[src/rtl/zn_seq_alu.sv]
// rtl/zn_seq_alu.sv - handshaked Z16-family ALU with iterative shift-add MUL and restoring DIV
module zn_seq_alu #(
    parameter int WIDTH    = 16,
    parameter bit FAST_MUL = 1'b0
) (
    input  logic             i_clk,
    input  logic             i_rst_n,
    input  logic             i_valid,
    output logic             o_ready,
    input  logic [3:0]       i_ctrl,
    input  logic [WIDTH-1:0] i_data_a,
    input  logic [WIDTH-1:0] i_data_b,
    output logic             o_valid,
    input  logic             i_ready,
    output logic [WIDTH-1:0] o_data,
    output logic             o_zero,
    output logic             o_carry,
    output logic             o_dbz
);

    localparam int SW = $clog2(WIDTH);

    localparam logic [3:0] OP_ADD = 4'd0;
    localparam logic [3:0] OP_SUB = 4'd1;
    localparam logic [3:0] OP_MUL = 4'd2;
    localparam logic [3:0] OP_DIV = 4'd3;
    localparam logic [3:0] OP_OR  = 4'd4;
    localparam logic [3:0] OP_AND = 4'd5;
    localparam logic [3:0] OP_XOR = 4'd6;
    localparam logic [3:0] OP_SHL = 4'd7;
    localparam logic [3:0] OP_SHR = 4'd8;

    // CALC is the single cycle that registers the result on its way into DONE
    typedef enum logic [1:0] {S_IDLE, S_CALC, S_BUSY, S_DONE} state_t;

    state_t           state_q, state_d;
    logic [SW-1:0]    cnt_q, cnt_d;
    logic [3:0]       op_q, op_d;
    logic [WIDTH-1:0] a_q, a_d;
    logic [WIDTH-1:0] b_q, b_d;
    logic [WIDTH-1:0] acc_q, acc_d;
    logic [WIDTH-1:0] data_q, data_d;
    logic             zero_q, zero_d;
    logic             carry_q, carry_d;
    logic             dbz_q, dbz_d;

    logic [WIDTH:0]   add_full;
    logic [WIDTH-1:0] fast_prod;
    logic [WIDTH:0]   div_shift;
    logic [WIDTH:0]   div_diff;
    logic [3:0]       op_in;
    logic             iter_in;
    logic [WIDTH-1:0] res;

    assign add_full  = {1'b0, a_q} + {1'b0, b_q};
    assign fast_prod = b_q * a_q;
    // Restoring step: B shifts out MSB-first into the remainder, quotient bits shift into B
    assign div_shift = {acc_q, b_q[WIDTH-1]};
    assign div_diff  = div_shift - {1'b0, a_q};

    assign op_in   = (i_ctrl > OP_SHR) ? OP_ADD : i_ctrl;
    assign iter_in = ((op_in == OP_DIV) && (i_data_a != '0)) ||
                     ((op_in == OP_MUL) && !FAST_MUL);

    always_comb begin
        res = '0;
        case (op_q)
            OP_SUB:  res = b_q - a_q;
            OP_MUL:  res = FAST_MUL ? fast_prod : acc_q;
            OP_DIV:  res = (a_q == '0) ? '1 : b_q;
            OP_OR:   res = b_q | a_q;
            OP_AND:  res = b_q & a_q;
            OP_XOR:  res = b_q ^ a_q;
            OP_SHL:  res = a_q << b_q[SW-1:0];
            OP_SHR:  res = a_q >> b_q[SW-1:0];
            default: res = add_full[WIDTH-1:0];
        endcase
    end

    always_comb begin
        state_d = state_q;
        cnt_d   = cnt_q;
        op_d    = op_q;
        a_d     = a_q;
        b_d     = b_q;
        acc_d   = acc_q;
        data_d  = data_q;
        zero_d  = zero_q;
        carry_d = carry_q;
        dbz_d   = dbz_q;
        case (state_q)
            S_IDLE: begin
                if (i_valid) begin
                    op_d    = op_in;
                    a_d     = i_data_a;
                    b_d     = i_data_b;
                    acc_d   = '0;
                    cnt_d   = SW'(WIDTH - 1);
                    state_d = iter_in ? S_BUSY : S_CALC;
                end
            end
            S_BUSY: begin
                if (op_q == OP_MUL) begin
                    if (b_q[0]) acc_d = acc_q + a_q;
                    a_d = a_q << 1;
                    b_d = b_q >> 1;
                end else if (!div_diff[WIDTH]) begin
                    acc_d = div_diff[WIDTH-1:0];
                    b_d   = {b_q[WIDTH-2:0], 1'b1};
                end else begin
                    acc_d = div_shift[WIDTH-1:0];
                    b_d   = {b_q[WIDTH-2:0], 1'b0};
                end
                if (cnt_q == '0) state_d = S_CALC;
                else             cnt_d   = cnt_q - 1'b1;
            end
            S_CALC: begin
                data_d  = res;
                zero_d  = (res == '0);
                carry_d = (op_q == OP_ADD) ? add_full[WIDTH] :
                          (op_q == OP_SUB) ? (a_q > b_q) : 1'b0;
                dbz_d   = (op_q == OP_DIV) && (a_q == '0);
                state_d = S_DONE;
            end
            default: begin
                if (i_ready) state_d = S_IDLE;
            end
        endcase
    end

    always_ff @(posedge i_clk or negedge i_rst_n) begin
        if (!i_rst_n) begin
            state_q <= S_IDLE;
            cnt_q   <= '0;
            op_q    <= '0;
            a_q     <= '0;
            b_q     <= '0;
            acc_q   <= '0;
            data_q  <= '0;
            zero_q  <= 1'b0;
            carry_q <= 1'b0;
            dbz_q   <= 1'b0;
        end else begin
            state_q <= state_d;
            cnt_q   <= cnt_d;
            op_q    <= op_d;
            a_q     <= a_d;
            b_q     <= b_d;
            acc_q   <= acc_d;
            data_q  <= data_d;
            zero_q  <= zero_d;
            carry_q <= carry_d;
            dbz_q   <= dbz_d;
        end
    end

    assign o_ready = (state_q == S_IDLE);
    assign o_valid = (state_q == S_DONE);
    assign o_data  = data_q;
    assign o_zero  = zero_q;
    assign o_carry = carry_q;
    assign o_dbz   = dbz_q;

endmodule
[config.mk]
export PLATFORM = sky130hd
export DESIGN_NAME = zn_seq_alu
export DESIGN_NICKNAME = d
export VERILOG_FILES = /design/src/rtl/zn_seq_alu.sv
export SDC_FILE = /design/constraint.sdc
export NUM_CORES = 1
export LEC_CHECK = 0
export BUFFER_PORTS_ARGS = -buffer_cell sky130_fd_sc_hd__buf_2
export CAP_MARGIN = 20
export CORE_ASPECT_RATIO = 1.5
export CORE_MARGIN = 4
export CORE_UTILIZATION = 63
export CTS_CLUSTER_DIAMETER = 30
export DETAILED_ROUTE_END_ITERATION = 10
export PLACE_DENSITY = 0.82
export SYNTH_ARGS = -nofsm -noshare
export SYNTH_HDL_FRONTEND = slang
export SYNTH_SLANG_ARGS = --single-unit
[constraint.sdc]
create_clock -name i_clk -period 4.7 [get_ports i_clk]
set_clock_uncertainty 0.2 [all_clocks]
set_input_delay 0.705 -clock i_clk [delete_from_list [all_inputs] [get_ports i_clk]]
set_output_delay 0.705 -clock i_clk [all_outputs]
set_load 0.005 [all_outputs]
==> results of run 1 <==
## power by group
group	leakage (µW)	total [µW]	internal (µW)	switching, µW
clock	0.000144	737	374	363
combinational	0.00345	7350	2890	4460
sequential	0.000926	1450	953	502
## area by class of cell
type | count | area, µm²
multi-input cells | 1005 | 7129
flip-flops and latches | 77 | 1928
fillers | 1298 | 4598
clock buffers | 9 | 225.2
clock inverters | 7 | 66.31
inverters | 64 | 240.2
repair buffers | 111 | 703.2
well taps | 199 | 249.0
## sequential cells by signal, indices dropped and copies added (netlist names), 2 cells and up
| name | cells |
|---|---|
| a_q | 16 |
| acc_q | 16 |
| b_q | 16 |
| o_data | 16 |
| cnt_q | 4 |
| op_q | 4 |
| state_q | 2 |
## critical path, cell delays in order, from the launching register on
cell and delay [ps]:
dfrtp_1 700, buf_4 340, nor2b_1 190, a22o_1 240
a222oi_1 740, o221ai_1 240, nor3_1 210, buf_4 190
o2111ai_1 130, a211oi_1 220, a31oi_1 130, mux2_2 290
## through the flow
stage,worst slack [ps],utilization,hold WS [ps]
finish,757.7,0.6963,99.85
global route,560.8,0.6963,143.6
CTS,893.9,0.6941,310.3
detailed placement,917.3,0.6749,295.6
global placement,1006,0.6749,284.2
floorplan,914.1,-,209.4
## cell families after synthesis
kind of cell	count (synthesis)	synth area share
mux	74	0.09986
fa+ha+maj	89	0.1172
xor+xnor	29	0.02602
simple gates	387	0.1933
flops	77	0.1974
compound gates	426	0.2918
buf+inv	159	0.07448
## synthesized netlist by cell type, types with 24 or more instances
master    number
nand2_1      108
nor3_1        33
mux2i_1       46
buf_2         24
inv_1         61
nor2_1       117
a21oi_1      100
ha_1          85
o211ai_1      26
clkbuf_1      55
o21ai_0      108
dfrtp_1       77
a211oi_1      26
## layer usage
metal	routed length, µm	vias up	global-route usage	share of wire
li1	-	4669	-	-
met1	12970	4918	0.5121	0.36
met2	16080	642	0.6217	0.44
met3	3501	204	0.08605	0.096
met4	3772	0	0.3432	0.10
met5	0	-	0	0
## placed cells by master, fill, tap and decap left out, types with 7 or more instances in the layout
cell and count:
buf_4 50, inv_1 61, o21bai_1 12, nand3_1 22
a31oi_1 12, o21ai_0 108, nor4_1 11, mux2i_1 46
nand3b_1 8, xnor2_1 23, nand2b_1 17, or3_1 7
buf_2 60, a211oi_1 26, a21oi_1 99, o211ai_1 26
a21o_1 18, nor2_1 117, nand2_1 108, a22o_1 7
a32oi_1 8, ha_1 84, nor3_1 33, mux2_2 11
a22oi_1 9, nand4_1 10, clkbuf_16 9, mux4_2 15
dfrtp_1 76, nor2b_1 17
## final timing paths
check / endpoint / depth (start not counted) / startpoint
worst max-delay path: o_data[15] / 11 / op_q[0]
worst min-delay path: o_data[3] / 1 / i_rst_n
worst max register to register: o_data[15] / 11 / op_q[0]
worst min register to register: o_data[6] / 1 / o_data[6]
max in group asynchronous: b_q[15] / 2 / i_rst_n
min in group i_clk: o_data[6] / 1 / o_data[6]
==> flow_summary.json, run 1 <==
{
  "status": "finished, final reports clean",
  "cts_buffers": 9,
  "yosys_warnings": 0,
  "grt_pass1_wl_um": 56240,
  "syn_avg_cell_area_um2": 7.865,
  "dieWidth_um": 109.6,
  "post-route-period-util": 0.8388,
  "ant_nets": 0,
  "power.total_uw": 9540,
  "grt_pass1_vias": 10060,
  "grt.overflow.total": 0,
  "async_flop_share": 1.000,
  "rsz0062_at_grt": "false",
  "start_util": 0.6447,
  "nets": 1397,
  "dp.cells": 1454,
  "synth_edf_count": 0,
  "ios": 61,
  "path_max_fanout": 22,
  "ys_seq_area_frac": 0.1974,
  "postRouteWirelength_um": 36330,
  "synth.distinct_cells": 92,
  "io_buffers": 60,
  "period_needed_ps": 3942,
  "routedWlPerCell_um": 24.68,
  "post_dp_cell_area_mm2": 0.01022,
  "yosys.area.top_type": "dfrtp_1",
  "cts_setup_buffers": 0,
  "worstSkewPairLatency_ps": 360,
  "first_pass_iters": 6,
  "startpoint_type": "flip-flop",
  "clock_sinks": 77,
  "design_area_mm2": 0.01054,
  "worstMarginPinSlew_ps": 980.2,
  "synth_top_area_frac": 0.1974,
  "clk_path_buf_depth": 2,
  "first_iter_violations": 1246,
  "drive_gt1_frac": 0.1375,
  "final-setup-viol-count": 0,
  "clkTransAtPathRegs_ps": 80,
  "cp-end-kind": "flip-flop",
  "max_clock_freq_mhz": 253.7,
  "hpwlAfterDp_um": 27270,
  "antenna_found_initial": 0,
  "final.setup.tns_ps": 0,
  "critPathRequiredTime_ps": 4740,
  "vias": 10430,
  "htree_levels": 3,
  "diodes": 0,
  "synth_nets": 1370,
  "area_growth_pct": 7.999,
  "fp.dieArea_mm2": 0.01759,
  "yosys-top-cells-area": "dfrtp_1, ha_1, o21ai_0",
  "power_density_mw_per_mm2": 905.0,
  "synth_area_mm2": 0.009761,
  "hold_buffers": 0,
  "ctsResizeCount": 0,
  "synth_ff_type": "dfrtp_1",
  "max-cap-violations": 0,
  "syn_inst": 1241,
  "grt_max_degree": 78,
  "clockRootBuffer": "clkbuf_16",
  "grt_usage": 0.4183,
  "gp_congestion": 1.142,
  "coreArea_mm2": 0.01514,
  "arrival_ps": 3980,
  "synth_seq_cells": 77,
  "relSlewSlack": 0.3377,
  "row_count": 55,
  "ir_drop_v": 0.0006812,
  "vias_per_cell": 7.088,
  "regToRegSetupSlack_ps": 760,
  "hold_viol": 0,
  "cts_tree": "yes",
  "slew_viol_final": 0,
  "min_path_type": "primary input to asynchronous set/reset pin",
  "drc": 0,
  "power.leakage_uw": 0.004517,
  "fp.dieH_um": 160.4,
  "instances_no_fill": 1472,
  "worstSetupPathType": "flip-flop to flip-flop"
}
No activity file was read; power rests on OpenSTA's default activity.
==> run 2: changes to the inputs <==
--- a/config.mk
+++ b/config.mk
@@ -5,6 +5,7 @@
 export SDC_FILE = /design/constraint.sdc
 export NUM_CORES = 1
 export LEC_CHECK = 0
+export ABC_AREA = 1
 export BUFFER_PORTS_ARGS = -buffer_cell sky130_fd_sc_hd__buf_2
 export CAP_MARGIN = 20
 export CORE_ASPECT_RATIO = 1.5
==> constraint.sdc (replaced) <==
create_clock -name i_clk -period 3.9 [get_ports i_clk]
set_clock_uncertainty 0.2 [all_clocks]
set_input_delay 0.585 -clock i_clk [delete_from_list [all_inputs] [get_ports i_clk]]
set_output_delay 0.585 -clock i_clk [all_outputs]
set_load 0.005 [all_outputs]
==> flow_summary.json, run 2 <==
{
  "status": "finished, final reports clean",
  "syn_inst": 1688,
  "synth_nets": 1817,
  "layout_common_cells": "nand2_1, nand3_1, inv_1",
  "worstMarginPinSlew_ps": 1155,
  "io_buffers": 60,
  "worstSkewPairLatency_ps": 360,
  "worstSetupPathType": "flip-flop to flip-flop",
  "async_flop_share": 1.000,
  "vias": 12180,
  "synth_xor_area_frac": 0.01334,
  "yosys.area.top_type": "nand2_1",
  "routedWlPerCell_um": 20.55,
  "max-cap-violations": 0,
  "ios": 61,
  "clock_sinks": 77,
  "drive_gt1_frac": 0.07321,
  "min_from": "i_ctrl[2]",
  "final-setup-viol-count": 0,
  "grt_max_degree": 78,
  "relSlewSlack": 0.2272,
  "cts_setup_buffers": 0,
  "synth_top_family_by_area": "simple AND/OR/NAND/NOR gates",
  "row_count": 55,
  "synth_simple_gate_area_share": 0.4389,
  "gp_congestion": 1.064,
  "first_pass_iters": 9,
  "synth_top_area_frac": 0.2234,
  "vias_per_cell": 6.338,
  "cp-end-kind": "flip-flop",
  "coreArea_mm2": 0.01521,
  "area_growth_pct": 7.408,
  "synth_area_mm2": 0.009846,
  "final_common_cell": "nand2_1",
  "nets": 1845,
  "fp.dieArea_mm2": 0.01773,
  "fp.dieH_um": 161.1,
  "slew_viol_final": 0,
  "critPathRequiredTime_ps": 3970,
  "ys_seq_area_frac": 0.1957,
  "grt_pass1_vias": 11270,
  "final.setup.tns_ps": 0,
  "dp_slack_ps": 610.2,
  "clockRootBuffer": "clkbuf_16",
  "cp_cell_sequence": "inv_1 -> ha_1 -> a21oi_1 -> o21ai_0 -> a21oi_1 -> nand3_1 -> nand2_2 -> inv_2 -> nor2_1 -> nor2_1 -> o21ai_0",
  "max_clock_freq_mhz": 289.3,
  "htree_levels": 3,
  "critPathSlowestCell": "dfrtp_1",
  "startpoint_type": "flip-flop",
  "synth_edf_count": 0,
  "syn_avg_cell_area_um2": 5.833,
  "yosys-top-cells-area": "nand2_1, dfrtp_1, nand3_1",
  "ant_nets": 0,
  "start_util": 0.6474,
  "fin_ws_ps": 443.3,
  "synth_fa_ha_area_frac": 0.1162,
  "grt_usage": 0.4514,
  "hpwlAfterDp_um": 29960,
  "synth_compound_area_frac": 0.1338,
  "drc": 0,
  "post-route-period-util": 0.8863,
  "max_stage_delay_ps": 670,
  "grt_pass1_wl_um": 60890,
  "yosysMostFrequentCell": "nand2_1",
  "synth_ff_type": "dfrtp_1",
  "hold_buffers": 0,
  "muxShareOfSynthArea": 0,
  "postRouteWirelength_um": 39480,
  "synth.distinct_cells": 46,
  "rsz0062_at_grt": "false",
  "cts_buffers": 9,
  "cts_tree": "yes",
  "synth_common_cells": "nand2_1, nand3_1, inv_1, nor2_1, ha_1",
  "path_max_fanout": 19,
  "cp-startpoint": "a_q[9]",
  "grt.overflow.total": 0,
  "first_iter_violations": 1488,
  "arrival_ps": 3530,
  "synth_seq_cells": 77,
  "antenna_found_initial": 0,
  "yosys_warnings": 0,
  "clk_path_buf_depth": 2,
  "timing.rr.start": "a_q[9]",
  "period_needed_ps": 3457,
  "hold_viol": 0,
  "clkTransAtPathRegs_ps": 80,
  "min_path_type": "primary input to flip-flop",
  "dieWidth_um": 110.1,
  "ctsResizeCount": 0
}
run 2: cell types whose count changed in the layout (fill, tap and decap cells not counted), moves of 18 or more:
| cell | delta |
|---|---|
| a211oi_1 | -25 |
| buf_4 | -32 |
| inv_1 | +119 |
| mux2i_1 | -46 |
| nand2_1 | +478 |
| nand3_1 | +213 |
| nor2_1 | +25 |
| nor3_1 | -24 |
| o21ai_0 | -30 |
| xnor2_1 | -18 |
run 2: cell type report:
class	count	area (µm²)
Multi-Input combinational cell	1360	6914
Fill cell	1426	4633
Sequential cell	77	1927
Inverter	189	709.4
Timing Repair Buffer	79	467.9
Tap cell	199	249.0
Clock buffer	9	225.2
Clock inverter	7	80.08
Antenna cell	1	2.502
run 2: kinds of logic after synthesis:
group | Yosys count
simple gates | 1027
buf+inv | 251
compound gates | 229
fa+ha+maj | 89
flops | 77
xor+xnor | 15
run 2: metrics by stage:
stage / hold slack, ps / cell area (µm²) / util / instances
floorplan: 89.41 / 9846 / - / 1688
global route: 254.6 / 10570 / 0.6952 / 1920
global placement: 257.4 / 10230 / 0.6726 / 1902
finish: 253.8 / 10580 / 0.6954 / 1921
detailed placement: 260.2 / 10230 / 0.6726 / 1902
CTS: 239.9 / 10540 / 0.6927 / 1918
run 2: final timing paths:
check	slack (ps)	cells after the start	endpoint
setup / recovery	440	11	acc_q[0]
hold / removal	250	2	op_q[3]
max in group asynchronous	2490	3	acc_q[10]
hold reg to reg	280	2	o_data[4]
min in group asynchronous	380	2	o_data[1]
setup reg to reg	440	11	acc_q[0]
run 2: routing by layer:
| metal | track usage | wire [µm] |
|---|---|---|
| met1 | 0.5157 | 12950 |
| met3 | 0.1060 | 4612 |
| met2 | 0.7080 | 17730 |
| met5 | 0 | 0 |
| met4 | 0.3551 | 4187 |
run 2: critical path: cells and delay by family, from the launching register on:
kind	cells	cell delay, ps
AO/OA/AOI/OAI	4	850
AND/OR/NAND/NOR	4	700
flip-flops	1	670
buffers and inverters	2	520
adder cells (fa/ha/maj)	1	440
Power of run 2 is not shown: default switching activity piles up to over one toggle a cycle in this logic, so the estimate is an artifact.
